==> config.mk <==
export PLATFORM = sky130hd
export DESIGN_NAME = load_mem_data
export DESIGN_NICKNAME = d
export VERILOG_FILES = /design/src/rtl/mips_defs.sv /design/src/rtl/load_extend.sv /design/src/rtl/load_mem_data.sv
export SDC_FILE = /design/constraint.sdc
export NUM_CORES = 1
export LEC_CHECK = 0
export CAP_MARGIN = 20
export CORE_ASPECT_RATIO = 0.9
export CORE_MARGIN = 5
export CORE_UTILIZATION = 41
export DETAILED_ROUTE_END_ITERATION = 7
export PLACE_DENSITY_LB_ADDON = 0.3
export SLEW_MARGIN = 20
export SYNTH_ARGS = -nofsm -noshare
export SYNTH_HDL_FRONTEND = slang
export SYNTH_SLANG_ARGS = --single-unit
==> constraint.sdc <==
create_clock -name clk -period 1.95 [get_ports clk]
set_clock_uncertainty 0.1 [all_clocks]
set_input_delay 0.39 -clock clk [delete_from_list [all_inputs] [get_ports clk]]
set_output_delay 0.39 -clock clk [all_outputs]
set_load 0.01 [all_outputs]
==> src/rtl/mips_defs.sv <==
// Shared definitions for the M/W load data path: load-kind encodings and the
// default byte-address width.
package mips_defs;

   localparam int ADDR_W = 32;

   // Load kinds carried on ld_type_M; codes 6 and 7 are unused and behave as LD_NONE.
   typedef enum logic [2:0] {
      LD_NONE = 3'd0,
      LD_LW   = 3'd1,
      LD_LH   = 3'd2,
      LD_LHU  = 3'd3,
      LD_LB   = 3'd4,
      LD_LBU  = 3'd5
   } ld_type_e;

   // Even parity over a word, available to any stage that protects its payload.
   function automatic logic parity32(input logic [31:0] value);
      return ^value;
   endfunction

endpackage

==> src/rtl/load_extend.sv <==
// Combinational lane select and zero/sign extension of a raw memory word.
// Also reports whether the access is misaligned for its load kind and whether
// the code is a real load at all.
module load_extend
   import mips_defs::*;
(
   input  logic [2:0]  i_ld_type,
   input  logic [1:0]  i_addr_lo,
   input  logic [31:0] i_rdata,
   output logic [31:0] o_data,
   output logic        o_misalign,
   output logic        o_is_load
);

   logic [7:0]  w_byte;
   logic [15:0] w_half;

   // Pick the addressed byte lane (little-endian: lane k sits at bits 8k+7:8k).
   always_comb begin
      w_byte = 8'h00;
      case (i_addr_lo)
         2'd0:    w_byte = i_rdata[7:0];
         2'd1:    w_byte = i_rdata[15:8];
         2'd2:    w_byte = i_rdata[23:16];
         2'd3:    w_byte = i_rdata[31:24];
         default: w_byte = 8'h00;
      endcase
   end

   // Pick the addressed halfword lane; addr[0] only matters for the alignment test.
   always_comb begin
      w_half = 16'h0000;
      if (i_addr_lo[1]) begin
         w_half = i_rdata[31:16];
      end else begin
         w_half = i_rdata[15:0];
      end
   end

   // Extend the selected lane per load kind; a misaligned access yields zero data.
   always_comb begin
      o_data     = 32'h0000_0000;
      o_misalign = 1'b0;
      o_is_load  = 1'b0;
      case (i_ld_type)
         LD_LW: begin
            o_is_load  = 1'b1;
            o_misalign = (i_addr_lo != 2'b00);
            if (o_misalign) begin
               o_data = 32'h0000_0000;
            end else begin
               o_data = i_rdata;
            end
         end
         LD_LH: begin
            o_is_load  = 1'b1;
            o_misalign = i_addr_lo[0];
            if (o_misalign) begin
               o_data = 32'h0000_0000;
            end else begin
               o_data = {{16{w_half[15]}}, w_half};
            end
         end
         LD_LHU: begin
            o_is_load  = 1'b1;
            o_misalign = i_addr_lo[0];
            if (o_misalign) begin
               o_data = 32'h0000_0000;
            end else begin
               o_data = {16'h0000, w_half};
            end
         end
         LD_LB: begin
            o_is_load = 1'b1;
            o_data    = {{24{w_byte[7]}}, w_byte};
         end
         LD_LBU: begin
            o_is_load = 1'b1;
            o_data    = {24'h00_0000, w_byte};
         end
         default: begin
            o_data     = 32'h0000_0000;
            o_misalign = 1'b0;
            o_is_load  = 1'b0;
         end
      endcase
   end

endmodule

==> src/rtl/load_mem_data.sv <==
// M/W pipeline boundary for loads: aligns and extends the memory word, flags
// misaligned loads (AdEL) and registers everything for GRF write-back.
// Every output comes straight from a register.
module load_mem_data
   import mips_defs::*;
#(
   parameter int ADDR_W = mips_defs::ADDR_W
)(
   input  logic              clk,
   input  logic              reset,
   input  logic              valid_M,
   input  logic [2:0]        ld_type_M,
   input  logic [ADDR_W-1:0] addr_M,
   input  logic [31:0]       m_data_rdata,
   input  logic [4:0]        rd_M,
   input  logic              stall_W,
   input  logic              flush_W,
   output logic [31:0]       ld_data_W,
   output logic [4:0]        rd_W,
   output logic              valid_W,
   output logic              wen_W,
   output logic              adel_W,
   output logic [ADDR_W-1:0] bad_vaddr_W
);

   logic [31:0]       w_ext_data;
   logic              w_misalign;
   logic              w_is_load;

   logic [31:0]       w_nxt_data;
   logic [4:0]        w_nxt_rd;
   logic              w_nxt_valid;
   logic              w_nxt_wen;
   logic              w_nxt_adel;
   logic [ADDR_W-1:0] w_nxt_bad;

   logic [31:0]       r_ld_data;
   logic [4:0]        r_rd;
   logic              r_valid;
   logic              r_wen;
   logic              r_adel;
   logic [ADDR_W-1:0] r_bad_vaddr;

   load_extend u_load_extend (
      .i_ld_type  (ld_type_M),
      .i_addr_lo  (addr_M[1:0]),
      .i_rdata    (m_data_rdata),
      .o_data     (w_ext_data),
      .o_misalign (w_misalign),
      .o_is_load  (w_is_load)
   );

   // Build the W-stage slot a capture would load; an invalid M slot becomes a bubble.
   always_comb begin
      w_nxt_data  = 32'h0000_0000;
      w_nxt_rd    = 5'd0;
      w_nxt_valid = 1'b0;
      w_nxt_wen   = 1'b0;
      w_nxt_adel  = 1'b0;
      w_nxt_bad   = {ADDR_W{1'b0}};
      if (valid_M) begin
         w_nxt_valid = 1'b1;
         w_nxt_rd    = rd_M;
         w_nxt_data  = w_ext_data;
         w_nxt_adel  = w_misalign;
         w_nxt_wen   = w_is_load & ~w_misalign & (rd_M != 5'd0);
         if (w_misalign) begin
            w_nxt_bad = addr_M;
         end else begin
            w_nxt_bad = {ADDR_W{1'b0}};
         end
      end else begin
         w_nxt_valid = 1'b0;
      end
   end

   // W registers: reset beats flush, flush beats stall, stall beats capture.
   always_ff @(posedge clk) begin
      if (!reset) begin
         r_ld_data   <= 32'h0000_0000;
         r_rd        <= 5'd0;
         r_valid     <= 1'b0;
         r_wen       <= 1'b0;
         r_adel      <= 1'b0;
         r_bad_vaddr <= {ADDR_W{1'b0}};
      end else if (flush_W) begin
         r_ld_data   <= 32'h0000_0000;
         r_rd        <= 5'd0;
         r_valid     <= 1'b0;
         r_wen       <= 1'b0;
         r_adel      <= 1'b0;
         r_bad_vaddr <= {ADDR_W{1'b0}};
      end else if (!stall_W) begin
         r_ld_data   <= w_nxt_data;
         r_rd        <= w_nxt_rd;
         r_valid     <= w_nxt_valid;
         r_wen       <= w_nxt_wen;
         r_adel      <= w_nxt_adel;
         r_bad_vaddr <= w_nxt_bad;
      end else begin
         r_ld_data   <= r_ld_data;
         r_rd        <= r_rd;
         r_valid     <= r_valid;
         r_wen       <= r_wen;
         r_adel      <= r_adel;
         r_bad_vaddr <= r_bad_vaddr;
      end
   end

   assign ld_data_W   = r_ld_data;
   assign rd_W        = r_rd;
   assign valid_W     = r_valid;
   assign wen_W       = r_wen;
   assign adel_W      = r_adel;
   assign bad_vaddr_W = r_bad_vaddr;

endmodule

==> summary.md <==
| Metric | Value |
|---|---|
| CP startpoint kind | input pin |
| Clk slew on worst S/H paths | 80 ps |
| Max Buffers Root-to-Sink | 2 |
| Initial antenna violation count | 0 |
| Most common cell after layout, fill and taps aside | clkdlybuf4s50_1 |
| Core area | 7510 µm² |
| Final setup viols | 0 |
| Async SR Flop Fraction | 0% |
| Via count | 3,289 |
| Pin count of the biggest net entering global routing | 32 |
| Leak Pwr | 1.96 nW |
| Remaining antenna violation count after routing | 0 |
| Max-slew headroom | 71.9% |
| Initial drt markers | 235 |
| HPWL Detailed | 7880 µm |
| Worst Path Arrival | 2030 ps |
| Status | completed |
| Hold buffer count at CTS | 0 |
| Vias in the first global route | 3,253 |
| Global route hottest layer | met2 |
| Final GP Congestion | 0.891 |
| HP Class | flop to flop |
| Crit Path Max Fanout | 8 |
| Total negative slack | 0 ps |
| Post-Syn Nets | 403 |
| Critical path required time | 2070 ps |
| Max rail drop VDD | 0.476 mV |
| Sequential area share after synthesis | 45.7% |
| Chip height | 93.2 µm |
| Synth warnings | 0 |
| Final nets | 572 |
| Worst Path Class, Setup | input pin to flop |
| Gr usage total | 21.6% |
| #FFs+latches synth | 72 |
| Tot Pwr | 3.10 mW |
| M1 GR Usage | 26.9% |
| Top_reg_cell synth | dfxtp_1 |
| Row count | 30 |
| Post-layout instance area | 5180 µm² |
| Peak Freq | 524 MHz |
| Syn_area_per_cell | 9.71 µm² |
| First-pass GRT wire length | 16,400 µm |
| PD cells | 599 nW/µm² |
| Layout cell share with drive strength beyond 1 | 15.2% |
| Final hold violation count | 0 |
| Die X | 102 µm |
| DRT Pass-1 Iters | 5 |
| Initial Utilization | 42.0% |
| CTS H-tree depth | 3 |
| Met2 Track Usage GR | 35.5% |
| IO Pins | 149 |
| Total CTS buffers | 9 |
| Number of synthesized flops with an enable pin | 0 |
| Final period utilization | 97.9% |
| Average vias per placed instance | 5.53 |
| Fin crit period | 1910 ps |
| Layout area overhead | 64.2% |
| CTS Sinks | 72 |
| Root Buffer | clkbuf_8 |
| Clk_lat worst skew | 340 ps |
| Diodes inserted | 0 |
| Fin. max-slew vios | 0 |
| CTS tree | built |
| Cell chain of the critical path | clkdlybuf4s50_1 -> buf_4 -> mux2i_2 -> nor3_2 -> o21ba_4 -> o21ai_0 -> a21oi_1 |
| GRT overflow | 0 |
| Crit. End Element | flop |
| Worst Max-Slew Pin Slew | 421 ps |
| CP max stage cell | clkdlybuf4s50_1 |
| Mapped Cells | 325 |
| GR Util met3 | 7.16% |
| Crit-path max cell delay | 540 ps |
| Placed cell areas | 4930 µm² |
| WL final | 10,500 µm |
| Die ar. | 9550 µm² |
| Fill cells | 601 |
| WL per Instance | 17.6 µm |
| Most frequent cells in the layout | clkdlybuf4s50_1, dfxtp_1, a22o_1, buf_4, nand2_1 |
| Synth cell types | 44 |
| # DRC | 0 |
| Max-Cap Viols | 0 |
| Post-Syn Area | 3150 µm² |
| PortBufs | 148 |
[what timing repair did]
| action | 4_1_cts | 5_1_grt |
|---|---|---|
| pin swaps | 0 | 5 |
| buffers inserted | 0 | 1 |
| cloned | 1 | 0 |
| setup endpoints to repair | 5 | 23 |
| gates resized for setup | 3 | 11 |
[kinds of logic (layout without fill, tap and decap cells)]
kind of cell,count (synthesis),in the layout,synth area share [%]
AO/OA/AOI/OAI,122,123,27.1
buffers and inverters,32,205,6.27
adder cells (fa/ha/maj),1,1,0.397
multiplexers,12,12,6.23
flip-flops,72,72,45.7
AND/OR/NAND/NOR,86,86,14.4
[power breakdown]
group | internal (mW) | switching (mW) | total, mW | leakage, nW
clock | 0.484 | 0.630 | 1.11 | 0.0848
sequential | 1.48 | 0.00627 | 1.49 | 0.581
combinational | 0.293 | 0.210 | 0.503 | 1.29
[metrics by stage]
stage	std cells	setup slack (ps)	hold slack (ps)	utilization (%)
after floorplan	325	154	374	-
after global placement	577	-281	338	65.6
after detailed placement	577	-388	340	65.6
after CTS	594	-22.2	359	68.5
after global routing	595	-8.90	373	69.0
final	595	40.0	356	69.0
[state kept, by name (all words and copies together), names as in the netlist]
| signal | flops |
|---|---|
| adel_W | 1 |
| valid_W | 1 |
| rd_W | 5 |
| ld_data_W | 32 |
| wen_W | 1 |
| bad_vaddr_W | 32 |
[layout make-up]
class	count	area, µm²	area share, %
flip-flops and latches	72	1440	27.8
clock inverters	7	60.1	1.16
inverters	2	7.51	0.145
well taps	96	120	2.32
clock buffers	9	124	2.39
repair buffers	187	1860	35.9
multi-input cells	222	1570	30.3
[cell usage after synthesis (all sizes together) (2+ instances only)]
cell type | count | area (µm²)
nor2b | 7 | 43.8
o21ai | 32 | 164
nor3b | 3 | 38.8
nor3 | 4 | 20.0
o22ai | 2 | 18.8
and3 | 18 | 113
mux2i | 5 | 50.1
inv | 2 | 7.51
mux4 | 6 | 135
nor2 | 14 | 55.1
a31oi | 5 | 31.3
nand2 | 29 | 109
dfxtp | 72 | 1440
a22oi | 13 | 97.6
a21oi | 21 | 105
clkbuf | 13 | 52.6
a22o | 42 | 368
buf | 17 | 138
or4 | 2 | 15.0
nand2b | 3 | 18.8
and2 | 2 | 12.5
[metal layers]
metal | vias to the layer above | wire length, µm
met4 | 0 | 176
met1 | 1572 | 4230
met3 | 14 | 928
li1 | 1549 | -
met2 | 154 | 5160
met5 | - | 0
[worst max-delay path: cells and delay by family]
kind | cells | cell delay (ps)
multiplexers | 1 | 240
AO/OA/AOI/OAI | 3 | 560
AND/OR/NAND/NOR | 1 | 90
buffers and inverters | 2 | 740
[worst paths after layout]
check | startpoint | to | slack (ps) | cells after the start
setup / recovery | addr_M[1] | ld_data_W[16] | 40 | 7
hold / removal | ld_data_W[1] | ld_data_W[1] | 360 | 2
setup reg to reg | rd_W[2] | rd_W[2] | 1170 | 2
hold reg to reg | ld_data_W[1] | ld_data_W[1] | 360 | 2
No activity file was read; power rests on OpenSTA's default activity.
